**src/rtl/uart_sram_loader.sv**
```systemverilog
// UART command-frame loader: parses 'W'/'R' frames and drives a
// 64-bit SRAM port, answering with ACK/NAK bytes or read data.
module uart_sram_loader #(
  parameter int          LEN_ADDR       = 64,
  parameter int          TIMEOUT_CYCLES = 1000000,
  parameter logic [7:0]  ACK_BYTE       = 8'h4B,
  parameter logic [7:0]  NAK_BYTE       = 8'h3F
) (
  input  logic                clk,
  input  logic                rst,
  input  logic [7:0]          rx_data,
  input  logic                rx_ready,
  output logic [7:0]          tx_data,
  output logic                tx_valid,
  input  logic                tx_ready,
  output logic [LEN_ADDR-1:0] addra,
  output logic [63:0]         dina,
  input  logic [63:0]         douta,
  output logic                ena,
  output logic [7:0]          wea,
  output logic                busy
);

  localparam int TW = $clog2(TIMEOUT_CYCLES + 1);
  localparam logic [7:0] CMD_W = 8'h57;
  localparam logic [7:0] CMD_R = 8'h52;

  typedef enum logic [3:0] {
    IDLE, ADDR, DATA, WR, ACK,
    NAK, RD_REQ, RD_WAIT, TX
  } state_t;

  state_t        state, nxt;
  logic          op_wr;
  logic [2:0]    cnt;
  logic [31:0]   addr_q;
  logic [63:0]   shreg;
  logic [TW-1:0] tmo;
  logic          tmo_hit;
  logic          in_frame;

  assign addra    = LEN_ADDR'({addr_q[31:3], 3'b000});
  assign in_frame = (state == ADDR) || (state == DATA);
  assign tmo_hit  = !rx_ready && (tmo == TW'(TIMEOUT_CYCLES - 1));

  always_comb begin
    nxt      = state;
    ena      = 1'b0;
    wea      = 8'h00;
    tx_valid = 1'b0;
    tx_data  = 8'h00;
    busy     = (state != IDLE);
    unique case (state)
      IDLE: begin
        if (rx_ready) begin
          if (rx_data == CMD_W || rx_data == CMD_R) nxt = ADDR;
          else nxt = NAK;
        end
      end
      ADDR: begin
        if (rx_ready && cnt == 3'd3) nxt = op_wr ? DATA : RD_REQ;
        else if (tmo_hit) nxt = IDLE;
      end
      DATA: begin
        if (rx_ready && cnt == 3'd7) nxt = WR;
        else if (tmo_hit) nxt = IDLE;
      end
      WR: begin
        ena = 1'b1;
        wea = 8'hFF;
        nxt = ACK;
      end
      ACK: begin
        tx_valid = 1'b1;
        tx_data  = ACK_BYTE;
        if (tx_ready) nxt = IDLE;
      end
      NAK: begin
        tx_valid = 1'b1;
        tx_data  = NAK_BYTE;
        if (tx_ready) nxt = IDLE;
      end
      RD_REQ: begin
        ena = 1'b1;
        nxt = RD_WAIT;
      end
      RD_WAIT: nxt = TX;
      TX: begin
        tx_valid = 1'b1;
        tx_data  = shreg[7:0];
        if (tx_ready && cnt == 3'd7) nxt = IDLE;
      end
      default: nxt = IDLE;
    endcase
  end

  always_ff @(posedge clk) begin
    if (rst) begin
      state  <= IDLE;
      op_wr  <= 1'b0;
      cnt    <= '0;
      addr_q <= '0;
      dina   <= '0;
      shreg  <= '0;
      tmo    <= '0;
    end else begin
      state <= nxt;
      if (in_frame && !rx_ready) tmo <= tmo + 1'b1;
      else tmo <= '0;
      unique case (state)
        IDLE: begin
          cnt <= '0;
          if (rx_ready) op_wr <= (rx_data == CMD_W);
        end
        ADDR: begin
          if (rx_ready) begin
            addr_q <= {rx_data, addr_q[31:8]};
            cnt    <= (cnt == 3'd3) ? 3'd0 : cnt + 3'd1;
          end
        end
        DATA: begin
          if (rx_ready) begin
            dina <= {rx_data, dina[63:8]};
            cnt  <= cnt + 3'd1;
          end
        end
        RD_WAIT: begin
          shreg <= douta;
          cnt   <= '0;
        end
        TX: begin
          // cnt wraps to 0 on the 8th handshake
          if (tx_ready) begin
            shreg <= {8'h00, shreg[63:8]};
            cnt   <= cnt + 3'd1;
          end
        end
        default: ;
      endcase
    end
  end

endmodule

```
**config.mk**
```make
export PLATFORM = sky130hd
export DESIGN_NAME = uart_sram_loader
export DESIGN_NICKNAME = d
export VERILOG_FILES = /design/src/rtl/uart_sram_loader.sv
export SDC_FILE = /design/constraint.sdc
export NUM_CORES = 1
export LEC_CHECK = 0
export CELL_PAD_IN_SITES_DETAIL_PLACEMENT = 1
export CELL_PAD_IN_SITES_GLOBAL_PLACEMENT = 1
export CORE_MARGIN = 8
export CORE_UTILIZATION = 28
export DETAILED_ROUTE_END_ITERATION = 8
export PLACE_DENSITY_LB_ADDON = 0.1
export SKIP_CTS_REPAIR_TIMING = 1
export SYNTH_ARGS = -nofsm -noshare
export SYNTH_HDL_FRONTEND = slang
export SYNTH_SLANG_ARGS = --single-unit
```
**constraint.sdc**
```tcl
create_clock -name clk -period 5.63 [get_ports clk]
set_clock_uncertainty 0.15 [all_clocks]
set_input_delay 0.8445 -clock clk [delete_from_list [all_inputs] [get_ports clk]]
set_output_delay 0.8445 -clock clk [all_outputs]
set_load 0.005 [all_outputs]
```
==> results of run 1 <==
[routing by layer]
layer | vias to the layer above | global-route usage (%) | wire length (µm)
met5 | - | 0 | 0
met4 | 0 | 3.453 | 248
met3 | 13 | 3.577 | 1215
met2 | 127 | 23.96 | 11730
met1 | 3126 | 17.20 | 10980
li1 | 3439 | - | -
[power breakdown]
| part | leakage (nW) | switching (mW) | internal (mW) | total (mW) |
|---|---|---|---|---|
| clock | 0.262 | 0.565 | 0.623 | 1.19 |
| sequential | 1.49 | 0.0244 | 1.32 | 1.34 |
| combinational | 1.54 | 0.127 | 0.121 | 0.248 |
[logic make-up (layout without fill, tap and decap cells)]
group	Yosys count	after routing	share of synthesized area, %
xor gates and xnor gates	15	15	1.663
AOI/OAI and AO/OA	198	198	15.22
buffers and inverters	123	237	8.123
adders and majority gates	5	5	0.7918
and+or+nand+nor	366	366	19.81
DFF	185	185	46.87
other	1	35	0.04746
muxes	59	59	7.474
[worst reg2reg max path, stage by stage (launching register included)]
cell and delay (ns):
dfxtp_1 0.54, nor4b_2 0.35, buf_4 0.52, buf_4 0.55, a21o_4 0.89, nor2_1 0.22, a211oi_1 0.25
[final cells by class]
cell class,instances,area (µm²)
multi-input cells,678,3705
flip-flops and latches,185,3704
repair buffers,195,1929
fillers,3325,17360
clock inverters,13,136.4
well taps,378,473.0
clock buffers,18,429.2
inverters,11,41.29
[per-stage QoR]
stage	cells	worst slack, ns	util [%]
after floorplan	986	3.177	-
after global placement	1447	2.090	35.46
after detailed placement	1447	1.972	35.46
after CTS	1478	1.954	37.50
after global routing	1478	1.724	37.50
final	1478	2.024	37.50
[worst max path at each step]
| stage | end | cells past startpoint |
|---|---|---|
| 3_3_place_gp | dina[29]$_SDFFE_PP0P_ | 6 |
| 3_5_place_dp | dina[38]$_SDFFE_PP0P_ | 6 |
| 6_report | tx_valid | 4 |
| 5_1_grt | shreg[4]$_SDFFE_PP0P_ | 6 |
| 4_1_cts | tx_valid | 4 |
| 2_1_floorplan | tx_data[7] | 5 |
[state kept, by name, summed over array words and instances, names as in the netlist]
name and count:
state 4, dina 64, shreg 64, addr_q 29, tmo 20, cnt 3
op_wr 1
[cell usage after synthesis (3+ instances only)]
cell and n:
ha_1 5, o21ai_0 6, inv_1 11, buf_1 4, nor4_1 9, and2_1 4, nor3_1 9, nand2_1 206
clkbuf_1 53, buf_2 12, nor2b_1 5, xnor2_1 9, a22oi_1 8, nand4_1 7, buf_4 42, mux2i_1 59
a211oi_1 58, nor2_1 87, dfxtp_1 185, xor2_1 6, nand3_1 10, a21o_1 4, and3_1 4, or3_1 6
a21oi_1 110, or4_1 4, nand2b_1 3
==> flow_summary.yaml, run 1 <==
critical_path:
  critical-path-max-stage-delay_ns: 0.71
  cp-end-kind: "output pin"
  r2r_start: "state[1]$_SDFFE_PP0P_"
  rr_worst_depth: 6
  critPathKind: "flop to output pin"
  worstPathCellList: "inv_1 -> nor3_1 -> or2_2 -> clkdlybuf4s50_1"
  crit_family: "simple AND/OR/NAND/NOR gates"
  critPathBufInv: 2
  worstSetupStartpointType: "flop"
  startpoint: "state[2]$_SDFFE_PP0P_"
  r2r-end: "shreg[3]$_SDFFE_PP0P_"
  worstPathMaxFanout: 17
  reg2reg_slack_ns: 2.08
  crit_slowest_cell: "dfxtp_1"
  crit_required_ns: 4.64
  crit_arrival_ns: 2.61
layout:
  final_net_count: 1169
  fin_area_um2: 10420
  antenna_cells: 0
  final_cell_mix: "nand2_1 (206), clkdlybuf4s50_1 (186), dfxtp_1 (185)"
  area_growth_pct: 31.84
  final_common_cell: "nand2_1"
  drive_gt1_share_pct: 4.182
synth:
  ys_ff_latch: 185
  syn_avg_cell_area_um2: 8.300
  netlist_instances: 952
  synth_edf_count: 0
  yosys.cell_types.count: 50
  async_flop_share_pct: 0
  synthFlopType: "dfxtp_1"
  synth_seq_area_share_pct: 46.87
  syn_area_um2: 7901
  netlist_top_cells_area: "dfxtp_1 (47%), nand2_1 (9.8%), mux2i_1 (7.5%)"
  synth_top_area_share_pct: 46.87
  synth_area_leader_cell: "dfxtp_1"
  yosysWarnings: 0
power_and_ir_drop:
  power_density_nw_per_um2: 266.9
  ir_drop_v: 0.0001945
  leakagePower_nw: 3.294
  total_power_mw: 2.780
floorplanning:
  core_area_um2: 27780
  die_h_um: 184.0
  die_area_um2: 33850
  start_util_pct: 28.44
  rows: 61
  die_width_um: 184.0
  boundaryPins: 223
routing:
  drt.antenna.violating_nets: 0
  drtIter0Drc: 320
  drc: 0
  num_vias: 6705
  wl_per_cell_um: 16.36
  wirelength_um: 24180
  firstDrtPassIters: 4
  detail_route.vias_per_cell: 4.537
global_routing:
  grt_max_degree: 113
  track_usage_pct: 13.97
  grt_pass1_vias: 6929
  antenna_found_initial: 0
  grt_pass1_wl_um: 38210
  overflow: 0
hold_path:
  holdPathEnd: "dina[3]$_SDFFE_PP0P_"
  holdPathStages: 2
  hp-start: "dina[3]$_SDFFE_PP0P_"
  hp-class: "flop to flop"
sta:
  finalHoldViolCount: 0
  tightest_slew_ns: 1.206
  maxSlewViolCount: 0
  tns_ns: 0
  period_minus_slack_ns: 3.606
  rsz0062_at_grt: "false"
  slew_headroom_pct: 19.32
  period_share_pct: 64.04
  fin_hold_ws_ns: 0.3055
  finalSetupViolCount: 0
  clock.fmax_mhz: 277.3
placed_design:
  place_hpwl_um: 17040
  gp_congestion: 0.6979
  postPlaceCellArea_um2: 9852
  io_buffers: 187
cts:
  cts_tree: "built"
  htreeDepth: 4
  clk_root_buffer_cell: "clkbuf_16"
  clk_pin_slew_ns: 0.07
  cts_buffers: 17
  cts_sinks: 185
  insertion_delay_ns: 0.42
  cts_max_path_buffers: 2
flow_run:
  cap_violations: 0
status:
  status: "completed"
(Power assumes the default switching activity.)
==> run 2, diff against run 1 <==
==> constraint.sdc (replaced) <==
create_clock -name clk -period 3 [get_ports clk]
set_clock_uncertainty 0.15 [all_clocks]
set_input_delay 0.45 -clock clk [delete_from_list [all_inputs] [get_ports clk]]
set_output_delay 0.45 -clock clk [all_outputs]
set_load 0.005 [all_outputs]
==> flow_summary.yaml, run 2 (synthesis gave the netlist of run 1 again) <==
status:
  status: "completed"
cts:
  insertion_delay_ns: 0.44
  cts_buffers: 17
  cts_max_path_buffers: 2
  clk_pin_slew_ns: 0.07
  cts_tree: "built"
  htreeDepth: 4
  clk_root_buffer_cell: "clkbuf_16"
  cts_sinks: 185
routing:
  drtIter0Drc: 322
  drt.antenna.violating_nets: 0
  num_vias: 6884
  wl_per_cell_um: 16.27
  drc: 0
  wirelength_um: 24370
  firstDrtPassIters: 4
  detail_route.vias_per_cell: 4.595
floorplanning:
  die_area_um2: 33850
  rows: 61
  boundaryPins: 223
  die_width_um: 184.0
  core_area_um2: 27780
  die_h_um: 184.0
  start_util_pct: 28.44
hold_path:
  holdPathStages: 4
  hp-class: "input port to flop"
global_routing:
  grt_pass1_vias: 6885
  track_usage_pct: 14.13
  grt_pass1_wl_um: 38410
  overflow: 0
  antenna_found_initial: 1
  grt_max_degree: 102
power_and_ir_drop:
  ir_drop_v: 0.0003668
  power_density_nw_per_um2: 494.7
  leakagePower_nw: 3.420
  total_power_mw: 5.247
sta:
  finalSetupViolCount: 0
  clock.fmax_mhz: 352.7
  period_share_pct: 94.51
  rsz0062_at_grt: "false"
  slew_headroom_pct: 22.85
  tightest_slew_ns: 1.157
  period_minus_slack_ns: 2.835
  tns_ns: 0
  maxSlewViolCount: 0
  finalHoldViolCount: 0
layout:
  final_cell_mix: "nand2_1 (206), clkdlybuf4s50_1 (186), dfxtp_1 (185)"
  final_net_count: 1188
  finalNonFillerCells: 1498
  drive_gt1_share_pct: 5.982
  final_common_cell: "nand2_1"
  antenna_cells: 0
  area_growth_pct: 34.25
  reg_top3: "dina: 64 flops, shreg: 64 flops, addr_q: 29 flops"
critical_path:
  crit_arrival_ns: 2.24
  worstPathMaxFanout: 13
  worstSetupStartpointType: "flop"
  cp-end-kind: "output pin"
  crit_required_ns: 2.40
  rr_worst_depth: 6
  critPathKind: "flop to output pin"
placed_design:
  gp_congestion: 0.7273
  io_buffers: 187
  place_hpwl_um: 17350
  post-place-cells: 1466
flow_run:
  cap_violations: 0
## run 2: changes by cell type in the layout (fill, tap and decap cells not counted), sizes merged
cell | before | now
clkinv | 0 | 7
bufinv | 1 | 0
inv | 18 | 16
buf | 9 | 28
clkinvlp | 5 | 2
## run 2: power by group
group          internal, mW  switching [mW]  total [mW]
sequential             2.48          0.0285        2.51
clock                  1.12            1.11        2.23
combinational         0.249           0.265       0.514
total                  3.85            1.40        5.25
## run 2: worst paths after layout
path / end / startpoint / slack [ns]
max: wea[2] / state[2]$_SDFFE_PP0P_ / 0.16
min: tmo[18]$_SDFF_PP0_ / rst / 0.28
max reg2reg: shreg[0]$_SDFFE_PP0P_ / state[0]$_SDFFE_PP0P_ / 0.64
min reg2reg: addr_q[7]$_SDFFE_PP0P_ / addr_q[7]$_SDFFE_PP0P_ / 0.31
## run 2: final cells by class
type	count	area, µm²
inverter	11	41.29
sequential	185	3704
clock inverter	14	136.4
tap	378	473.0
timing repair buffer	214	2110
multi-input combinational	678	3705
clock buffer	18	439.2
fill	3315	17170
## run 2: worst max-delay path: stages (launching register included)
cell and delay [ns]:
dfxtp_1 0.37, buf_4 0.20, nor2_1 0.25, and3_1 0.41, clkdlybuf4s50_1 0.58
## run 2: through the flow
step           hold WS (ns)  setup slack (ns)  cell area, µm²  utilization, %
3_3_place_gp         0.2908            0.5531           10030           36.11
6_report             0.2783            0.1648           10610           38.18
3_5_place_dp         0.3001            0.5819           10030           36.11
2_1_floorplan        0.2755            0.9335            8029               -
4_1_cts              0.2564            0.1228           10610           38.18
5_1_grt              0.2839           0.04584           10610           38.18
## run 2: per-layer routing
| metal | vias to the layer above | track usage, % | share of wire [%] |
|---|---|---|---|
| met5 | - | 0 | 0.053 |
| met4 | 2 | 4.195 | 1.4 |
| met3 | 19 | 3.557 | 4.9 |
| met2 | 141 | 23.30 | 48 |
| met1 | 3249 | 17.93 | 46 |
| li1 | 3473 | - | - |
==> run 3, diff against run 2 <==
--- a/config.mk
+++ b/config.mk
@@ -8,9 +8,10 @@
 export CELL_PAD_IN_SITES_DETAIL_PLACEMENT = 1
 export CELL_PAD_IN_SITES_GLOBAL_PLACEMENT = 1
 export CORE_MARGIN = 8
-export CORE_UTILIZATION = 28
+export CORE_UTILIZATION = 31
 export DETAILED_ROUTE_END_ITERATION = 8
 export PLACE_DENSITY_LB_ADDON = 0.1
+export RECOVER_POWER = 25
 export SKIP_CTS_REPAIR_TIMING = 1
 export SYNTH_ARGS = -nofsm -noshare
 export SYNTH_HDL_FRONTEND = slang
==> flow_summary.yaml, run 3 (synthesis gave the netlist of run 1 again) <==
status:
  status: "completed"
layout:
  finalNonFillerCells: 1441
  final_cell_mix: "nand2_1 (206), dfxtp_1 (184), clkdlybuf4s50_1 (116)"
  final_net_count: 1179
  reg_top3: "dina: 64 flops, shreg: 64 flops, addr_q: 29 flops"
  area_growth_pct: 32.99
  drive_gt1_share_pct: 5.131
  fin_area_um2: 10510
  final_common_cell: "nand2_1"
  antenna_cells: 0
  regArea_um2: 3705
  multi_input_area_um2: 3710
  final.fill_count: 3017
routing:
  drt.antenna.violating_nets: 0
  drc: 0
  drtIter0Drc: 373
  wirelength_um: 23570
  detail_route.vias_per_cell: 4.719
  num_vias: 6800
  firstDrtPassIters: 4
  wl_per_cell_um: 16.36
floorplanning:
  die_width_um: 175.7
  die_area_um2: 30850
  boundaryPins: 223
  core_area_um2: 25110
  rows: 58
  start_util_pct: 31.47
  die_h_um: 175.7
critical_path:
  worstPathMaxFanout: 18
  r2r_start: "state[1]$_SDFFE_PP0P_"
  cp-end-kind: "output pin"
  crit_arrival_ns: 2.23
  worstSetupStartpointType: "flop"
  critPathKind: "flop to output pin"
  rr_worst_depth: 5
  crit_required_ns: 2.40
  reg2reg_slack_ns: 0.44
  r2r-end: "tmo[18]$_SDFF_PP0_"
cts:
  clk_root_buffer_cell: "clkbuf_16"
  clk_pin_slew_ns: 0.08
  cts_max_path_buffers: 2
  insertion_delay_ns: 0.43
  htreeDepth: 4
  cts_sinks: 185
  cts_tree: "built"
  cts_buffers: 17
placed_design:
  post-place-cells: 1409
  place_hpwl_um: 16890
  gp_congestion: 0.7776
  postPlaceCellArea_um2: 9905
  io_buffers: 187
sta:
  finalHoldViolCount: 0
  tightest_slew_ns: 0.7096
  rsz0062_at_grt: "false"
  maxSlewViolCount: 0
  tns_ns: 0
  period_minus_slack_ns: 2.829
  period_share_pct: 94.31
  clock.fmax_mhz: 353.4
  finalSetupViolCount: 0
  slew_headroom_pct: 52.70
power_and_ir_drop:
  power_density_nw_per_um2: 504.2
  clkPwrFrac_pct: 43.4
  seq_power_share_pct: 47.4
  leakagePower_nw: 3.621
  ir_drop_v: 0.0003020
  p_sw_share_pct: 26.23
  switchingPower_mw: 1.390
  p_comb_share_pct: 9.1
  power.internal_mw: 3.909
global_routing:
  grt_pass1_vias: 6895
  grt_max_degree: 67
  track_usage_pct: 14.90
  overflow: 0
  antenna_found_initial: 0
  grt_pass1_wl_um: 37530
hold_path:
  hp-start: "rst"
  hp-class: "input port to flop"
  holdPathStages: 2
  holdPathEnd: "dina[35]$_SDFFE_PP0P_"
flow_run:
  cap_violations: 0
-- run 3: cell types whose count changed in the layout (fill, tap and decap cells not counted), moves of 2 or more --
cell	before	now
dlygate4sd3_1	0	70
inv_8	2	4
clkdlybuf4s50_1	186	116
clkbuf_1	0	3
buf_4	25	13
-- run 3: worst max-delay path, cell delays in order, from the launching register on --
cell	delay, ns
dfxtp_1	0.73
nor4b_2	0.15
buf_4	0.19
or2_2	0.28
clkdlybuf4s50_1	0.46
-- run 3: final cells by class --
class | instances | area share, %
Sequential cell | 185 | 35.26
Clock inverter | 15 | 1.739
Clock buffer | 17 | 4.049
Inverter | 11 | 0.3929
Tap cell | 330 | 3.929
Timing Repair Buffer | 205 | 19.33
Multi-Input combinational cell | 678 | 35.31
-- run 3: per-stage QoR --
stage	setup WS [ns]	utilization [%]	power [mW]	hold WS [ns]
finish	0.1707	41.85	5.298	0.2679
global route	0.008443	41.85	5.537	0.2641
CTS	0.02372	41.87	5.402	0.2549
detailed placement	0.4747	39.45	3.069	0.2994
global placement	0.4930	39.45	3.068	0.2921
floorplan	0.9335	-	2.834	0.2755
-- run 3: worst max-delay path by stage --
| stage | endpoint | depth (start not counted) | from |
|---|---|---|---|
| floorplan | tmo[18]$_SDFF_PP0_ | 6 | state[2]$_SDFFE_PP0P_ |
| global placement | tx_data[5] | 5 | state[3]$_SDFFE_PP0P_ |
| detailed placement | tx_data[5] | 5 | state[3]$_SDFFE_PP0P_ |
| CTS | tx_data[5] | 5 | state[3]$_SDFFE_PP0P_ |
| global route | tx_valid | 4 | state[0]$_SDFFE_PP0P_ |
| finish | tx_valid | 4 | state[0]$_SDFFE_PP0P_ |
-- run 3: metal layers --
layer / up-vias / global-route usage [%] / part of all wire (%)
li1: 3459 / - / -
met1: 3210 / 18.53 / 46
met2: 120 / 25.24 / 49
met3: 11 / 4.316 / 4.8
met4: 0 / 2.967 / 0.57
met5: - / 0 / 0
-- run 3: power groups by stage --
stage / registers (mW) / clock network (mW) / logic [mW]
finish: 2.51 / 2.30 / 0.484
global route: 2.52 / 2.48 / 0.534
CTS: 2.51 / 2.39 / 0.500
detailed placement: 2.57 / 0 / 0.497
global placement: 2.57 / 0 / 0.497
floorplan: 2.55 / 0 / 0.282
